===== src/rtl/issue_pkg.sv =====
// issue_pkg: types and constants shared by decode, the issue window and the
// cross-lane dependency checker.
//   ISSUE_NUM_WIDTH      issue/enqueue lanes per cycle
//   ISSUE_RD_WIDTH       destination register index width
//   ISSUE_RS_WIDTH       source register index width
//   ISSUE_PAYLOAD_WIDTH  opaque decoded-instruction payload width
//   ISSUE_DEPTH          issue window entry count (power of two)
//   issue_entry_t        one buffered instruction {rd, rs1, rs2, payload}
package issue_pkg;

  localparam int ISSUE_NUM_WIDTH     = 3;
  localparam int ISSUE_RD_WIDTH      = 5;
  localparam int ISSUE_RS_WIDTH      = 5;
  localparam int ISSUE_PAYLOAD_WIDTH = 32;
  localparam int ISSUE_DEPTH         = 8;

  typedef struct packed {
    logic [ISSUE_RD_WIDTH-1:0]      rd;
    logic [ISSUE_RS_WIDTH-1:0]      rs1;
    logic [ISSUE_RS_WIDTH-1:0]      rs2;
    logic [ISSUE_PAYLOAD_WIDTH-1:0] payload;
  } issue_entry_t;

endpackage


===== src/rtl/issue_prefix_len.sv =====
// issue_prefix_len: leading-ones count over (valid & grant), gated by enable.
//   valid   per-lane occupancy
//   grant   per-lane permission (can_issue, or all ones for enqueue)
//   enable  global gate; when low the prefix is empty
//   len     number of leading lanes that pass
//   mask    the same prefix as a lane mask (always contiguous from lane 0)
module issue_prefix_len #(
  parameter int NUM_WIDTH = 3,
  parameter int CNT_W     = $clog2(NUM_WIDTH + 1)
) (
  input  logic [NUM_WIDTH-1:0] valid,
  input  logic [NUM_WIDTH-1:0] grant,
  input  logic                 enable,
  output logic [CNT_W-1:0]     len,
  output logic [NUM_WIDTH-1:0] mask
);

  always_comb begin
    logic run;
    // NOTE: every output gets a default before the loop so no path leaves it
    // unassigned (no latch); blocking '=' lets 'run' carry lane to lane.
    run  = enable;
    len  = '0;
    mask = '0;
    for (int i = 0; i < NUM_WIDTH; i++) begin
      run     = run & valid[i] & grant[i];
      mask[i] = run;
      if (run) len = CNT_W'(i + 1);
    end
  end

endmodule


===== src/rtl/issue_window.sv =====
// issue_window: in-order issue buffer. Decode enqueues up to NUM_WIDTH
// instructions per cycle; the oldest NUM_WIDTH entries are presented as a
// window to the dependency checker, and the longest issuable prefix is issued
// and retired from the head in the same cycle.
//   clk, rst_n         clock, synchronous active-low reset
//   flush              drop all entries (wins over enqueue and issue)
//   enq_valid/rd/rs1/rs2/payload, enq_ready   decode side
//   win_valid/rd/rs1/rs2                      window to the checker
//   can_issue, iss_ready                      checker mask, execute ready
//   iss_valid/payload/count                   issued prefix
//   count                                     occupied entries
// Width parameters default to issue_pkg; storage uses issue_entry_t, so they
// are overridden only together with the package.
module issue_window
  import issue_pkg::*;
#(
  parameter int NUM_WIDTH     = ISSUE_NUM_WIDTH,
  parameter int RD_WIDTH      = ISSUE_RD_WIDTH,
  parameter int RS_WIDTH      = ISSUE_RS_WIDTH,
  parameter int PAYLOAD_WIDTH = ISSUE_PAYLOAD_WIDTH,
  parameter int DEPTH         = ISSUE_DEPTH
) (
  input  logic                                     clk,
  input  logic                                     rst_n,
  input  logic                                     flush,
  input  logic [NUM_WIDTH-1:0]                     enq_valid,
  input  logic [NUM_WIDTH-1:0][RD_WIDTH-1:0]       enq_rd,
  input  logic [NUM_WIDTH-1:0][RS_WIDTH-1:0]       enq_rs1,
  input  logic [NUM_WIDTH-1:0][RS_WIDTH-1:0]       enq_rs2,
  input  logic [NUM_WIDTH-1:0][PAYLOAD_WIDTH-1:0]  enq_payload,
  output logic                                     enq_ready,
  output logic [NUM_WIDTH-1:0]                     win_valid,
  output logic [NUM_WIDTH-1:0][RD_WIDTH-1:0]       win_rd,
  output logic [NUM_WIDTH-1:0][RS_WIDTH-1:0]       win_rs1,
  output logic [NUM_WIDTH-1:0][RS_WIDTH-1:0]       win_rs2,
  input  logic [NUM_WIDTH-1:0]                     can_issue,
  input  logic                                     iss_ready,
  output logic [NUM_WIDTH-1:0]                     iss_valid,
  output logic [NUM_WIDTH-1:0][PAYLOAD_WIDTH-1:0]  iss_payload,
  output logic [$clog2(NUM_WIDTH+1)-1:0]           iss_count,
  output logic [$clog2(DEPTH+1)-1:0]               count
);

  localparam int PTR_W = $clog2(DEPTH);
  localparam int CNT_W = $clog2(DEPTH + 1);
  localparam int ISS_W = $clog2(NUM_WIDTH + 1);

  // DEPTH is a power of two, so plain PTR_W-bit addition wraps modulo DEPTH.
  // No wrap bit: count tells full from empty.
  logic [PTR_W-1:0]     head;
  logic [PTR_W-1:0]     tail;
  issue_entry_t         mem [DEPTH];

  logic [ISS_W-1:0]     enq_len;
  logic [NUM_WIDTH-1:0] enq_mask;

  // Built from the registered count only; a same-cycle issue never raises it.
  assign enq_ready = (CNT_W'(DEPTH) - count) >= CNT_W'(NUM_WIDTH);

  // Window: lane i is entry head+i. Empty lanes drive zero indices so the
  // checker never sees a phantom hazard.
  always_comb begin
    for (int i = 0; i < NUM_WIDTH; i++) begin
      win_valid[i]   = CNT_W'(i) < count;
      win_rd[i]      = win_valid[i] ? mem[head + PTR_W'(i)].rd  : '0;
      win_rs1[i]     = win_valid[i] ? mem[head + PTR_W'(i)].rs1 : '0;
      win_rs2[i]     = win_valid[i] ? mem[head + PTR_W'(i)].rs2 : '0;
      iss_payload[i] = mem[head + PTR_W'(i)].payload;
    end
  end

  issue_prefix_len #(.NUM_WIDTH(NUM_WIDTH), .CNT_W(ISS_W)) u_iss_prefix (
    .valid  (win_valid),
    .grant  (can_issue),
    .enable (iss_ready),
    .len    (iss_count),
    .mask   (iss_valid)
  );

  // Enqueue takes the leading run of enq_valid, and only when a full bundle fits.
  issue_prefix_len #(.NUM_WIDTH(NUM_WIDTH), .CNT_W(ISS_W)) u_enq_prefix (
    .valid  (enq_valid),
    .grant  ({NUM_WIDTH{1'b1}}),
    .enable (enq_ready),
    .len    (enq_len),
    .mask   (enq_mask)
  );

  // NOTE: sequential state uses non-blocking '<=' so every register samples
  // the pre-edge values of the others.
  always_ff @(posedge clk) begin
    if (!rst_n || flush) begin
      head  <= '0;
      tail  <= '0;
      count <= '0;
    end else begin
      head  <= head + PTR_W'(iss_count);
      tail  <= tail + PTR_W'(enq_len);
      count <= count + CNT_W'(enq_len) - CNT_W'(iss_count);
    end
  end

  // NOTE: the entry array is deliberately not reset; count gates every read
  // that matters, so clearing it would only add reset fan-out.
  always_ff @(posedge clk) begin
    if (rst_n && !flush) begin
      for (int i = 0; i < NUM_WIDTH; i++) begin
        if (enq_mask[i]) begin
          mem[tail + PTR_W'(i)] <= '{rd:      enq_rd[i],
                                     rs1:     enq_rs1[i],
                                     rs2:     enq_rs2[i],
                                     payload: enq_payload[i]};
        end
      end
    end
  end

endmodule


===== config.mk =====
export PLATFORM = sky130hd
export DESIGN_NAME = issue_window
export DESIGN_NICKNAME = d
export VERILOG_FILES = /design/src/rtl/issue_pkg.sv /design/src/rtl/issue_prefix_len.sv /design/src/rtl/issue_window.sv
export SDC_FILE = /design/constraint.sdc
export NUM_CORES = 2
export LEC_CHECK = 0
export CORE_MARGIN = 3
export CORE_UTILIZATION = 49
export CTS_CLUSTER_DIAMETER = 150
export CTS_CLUSTER_SIZE = 14
export DETAILED_ROUTE_END_ITERATION = 12
export HOLD_SLACK_MARGIN = 0.15
export PLACE_DENSITY_LB_ADDON = 0.05
export SETUP_SLACK_MARGIN = 0.4
export SLEW_MARGIN = 20
export SYNTH_ARGS = -nofsm -noshare
export SYNTH_HDL_FRONTEND = slang
export SYNTH_SLANG_ARGS = --single-unit

===== constraint.sdc =====
create_clock -name clk -period 6.1 [get_ports clk]
set_clock_uncertainty 0.15 [all_clocks]
set_input_delay 0.61 -clock clk [delete_from_list [all_inputs] [get_ports clk]]
set_output_delay 0.61 -clock clk [all_outputs]
set_load 0.01 [all_outputs]

==> results.yml <==
synth:
  yosysSeqAreaShare_pct: 39.4
  synth_top_cell_area_share_pct: 38.7
  netlist_top_cells_area: "edfxtp_1, mux4_2, a31oi_1"
  synthFlopType: "edfxtp_1"
  yosysWarnings: 0
  avgSynthCellArea_um2: 9.18
  synth-seq-cells: 386
  async_flop_share_pct: 0
  synthDistinctLibCells: 39
  synth_edf_count: 376
  synth_top_area_cell: "edfxtp_1"
  postSynthCellCount: 3181
  syn_area_um2: 29200
  synthesis.nets: 3345
power_and_ir_drop:
  cellPowerDensity_nw_per_um2: 212
  vdd_drop_max_uv: 250
  p_leak_nw: 8.92
cts:
  cts_hold_buf: 0
  postCtsSetupBuffers: 0
  cts_max_path_buffers: 3
  numCtsBuffers: 31
  cts_tree: "built"
  cts_root_buf: "clkbuf_16"
  cts_max_level: 1
  cts.sinks: 386
  cts.repair.resized: 0
  clk_pin_slew_ns: 0.07
  clk_latency_ns: 0.61
layout:
  area_growth_pct: 12.6
  fin_nets: 3254
  layout-drive-gt1-share_pct: 12.0
  layout_common_cells: "o21ai_0, nand3_1, nor3_1, a31oi_1, edfxtp_1"
  post-route-util_pct: 56.3
  final_common_cell: "o21ai_0"
detailed_routing:
  wl_met1_um: 43600
  highest-signal-layer: "met4"
  via_per_inst: 7.54
  wire_per_inst_um: 31.2
  vias: 29183
  ant_nets: 0
  post-route-drc-count: 0
  dr.pass1.iters: 8
  dr_wl_met3_um: 17100
  wirelength_um: 121000
  wl_met2_um: 54400
  drtIter0Drc: 4894
timing:
  slew_headroom_pct: 17.9
  holdWs_ns: 0.531
  final.setup.tns_ns: 0
  period_share_pct: 78.7
  hold_viol_final: 0
  tightest_slew_ns: 1.23
  worst_slack_ns: 1.30
  drv_slew: 0
  fin_crit_ns: 4.80
  fmaxAchievable_ghz: 0.208
  finalSetupViolations: 0
  rsz0062_at_grt: "no"
die:
  core_area_um2: 58400
  die_w_um: 250
  die-height_um: 250
  rows: 88
  die_area_um2: 62600
  io_pins: 305
  initial_core_util_pct: 50.0
worst_setup_path:
  slowest_delay_ns: 0.91
  crit_chain: "ha_4 -> buf_4 -> mux4_2 -> nand2_1 -> nand2_1 -> clkdlybuf4s50_1"
  crit_family: "buffers and inverters"
  crit_top_cell: "nand2_1"
  crit_buf_inv: 2
  critPathLaunchType: "register"
  cp.required_ns: 5.34
  worstSetupPathType: "register to primary output"
  endpoint_kind: "primary output"
  path_max_fanout: 54
  slowest_stage: "ha_4"
  cp.arrival_ns: 4.04
job:
  maxCapViolCount: 0
grt:
  grt_pass1_vias: 28605
  grt-ovfl-total: 0
  grt_pass1_wl_um: 180000
  antenna_found_initial: 3
  grt_max_degree: 189
  grt_usage_pct: 37.1
placement:
  pre_cts_slack_ns: 1.91
  hpwl_um: 67500
  port_buffers: 304
  gp_congestion: 0.832
run_status:
  status: "completed"
min_path:
  worstHoldPathType: "register to register"
## synthesized netlist by cell type (2+ instances only)
cell      number
o21ai_0      410
nand3_1      380
nor3_1       379
a31oi_1      377
edfxtp_1     376
clkbuf_1     298
nand2_1      242
mux4_2       180
buf_2         92
buf_1         81
a21oi_1       67
mux2_2        64
nor2_1        59
mux2i_1       43
o21ai_1       30
inv_1         19
buf_6         10
dfxtp_1       10
ha_1           9
and2_1         7
nor2b_1        5
xor2_1         5
a221o_1        4
fa_1           4
nand2b_1       4
o221ai_1       4
or4_1          4
xnor2_1        3
nand3b_1       2
nor3b_1        2
nor4_1         2
or2_2          2
## logic make-up (layout without fill, tap and decap cells)
logic type / count (synthesis) / after routing / synth area share [%]
AOI/OAI and AO/OA: 894 / 894 / 17.1
other: 0 / 3 / 0
buffers and inverters: 500 / 420 / 7.08
DFF: 386 / 386 / 39.4
xor gates and xnor gates: 8 / 8 / 0.240
and+or+nand+nor: 1093 / 1093 / 17.8
adders and majority gates: 13 / 13 / 0.660
muxes: 287 / 287 / 17.8
## flip-flops by register name, summed over array words and instances (netlist names)
name / cells
mem: 376
head: 3
count: 4
tail: 3
## layer usage
| layer | GRT usage (%) | vias to the layer above |
|---|---|---|
| met5 | 0 | - |
| met4 | 17.5 | 0 |
| met3 | 9.52 | 482 |
| met2 | 56.8 | 2606 |
| met1 | 49.5 | 14052 |
| li1 | - | 12043 |
## path summary, 6_finish.rpt
path | cells past startpoint | endpoint | startpoint | slack, ns
max | 6 | iss_payload[59] | head[0] | 1.30
min | 2 | tail[2] | tail[2] | 0.53
max reg2reg | 5 | mem[7][31] | tail[0] | 1.93
min reg2reg | 2 | tail[2] | tail[2] | 0.53
## where the power goes
group	internal, mW	switching (mW)
combinational	0.763	1.25
sequential	2.97	0.0503
clock	0.923	1.01
total	4.66	2.31
## per-stage QoR
| step | std cells | power, mW | instance area, um^2 |
|---|---|---|---|
| final | 3869 | 6.97 | 32900 |
| after detailed placement | 3819 | 5.03 | 31900 |
| after global placement | 3819 | 5.00 | 31900 |
| after floorplan | 3181 | 4.11 | 29200 |
| after global routing | 3869 | 7.13 | 32900 |
| after CTS | 3863 | 6.89 | 32800 |
## final cells by class
type                       count  area [um^2]
antenna                        3         7.51
clock buffer                  42          817
clock inverter                 2         17.5
fill                        5017        25500
inverter                      19         73.8
multi-input combinational   2295        15900
sequential                   386        11500
tap                          765          957
timing repair buffer         357         3580
## worst reg2reg max path, stage by stage (launching register included)
cell,delay (ns)
dfxtp_1,0.95
ha_1,0.34
xnor2_1,0.13
or4_4,0.86
o221ai_4,0.72
buf_4,0.66
Note: power is estimated with default switching activity, not from simulation.
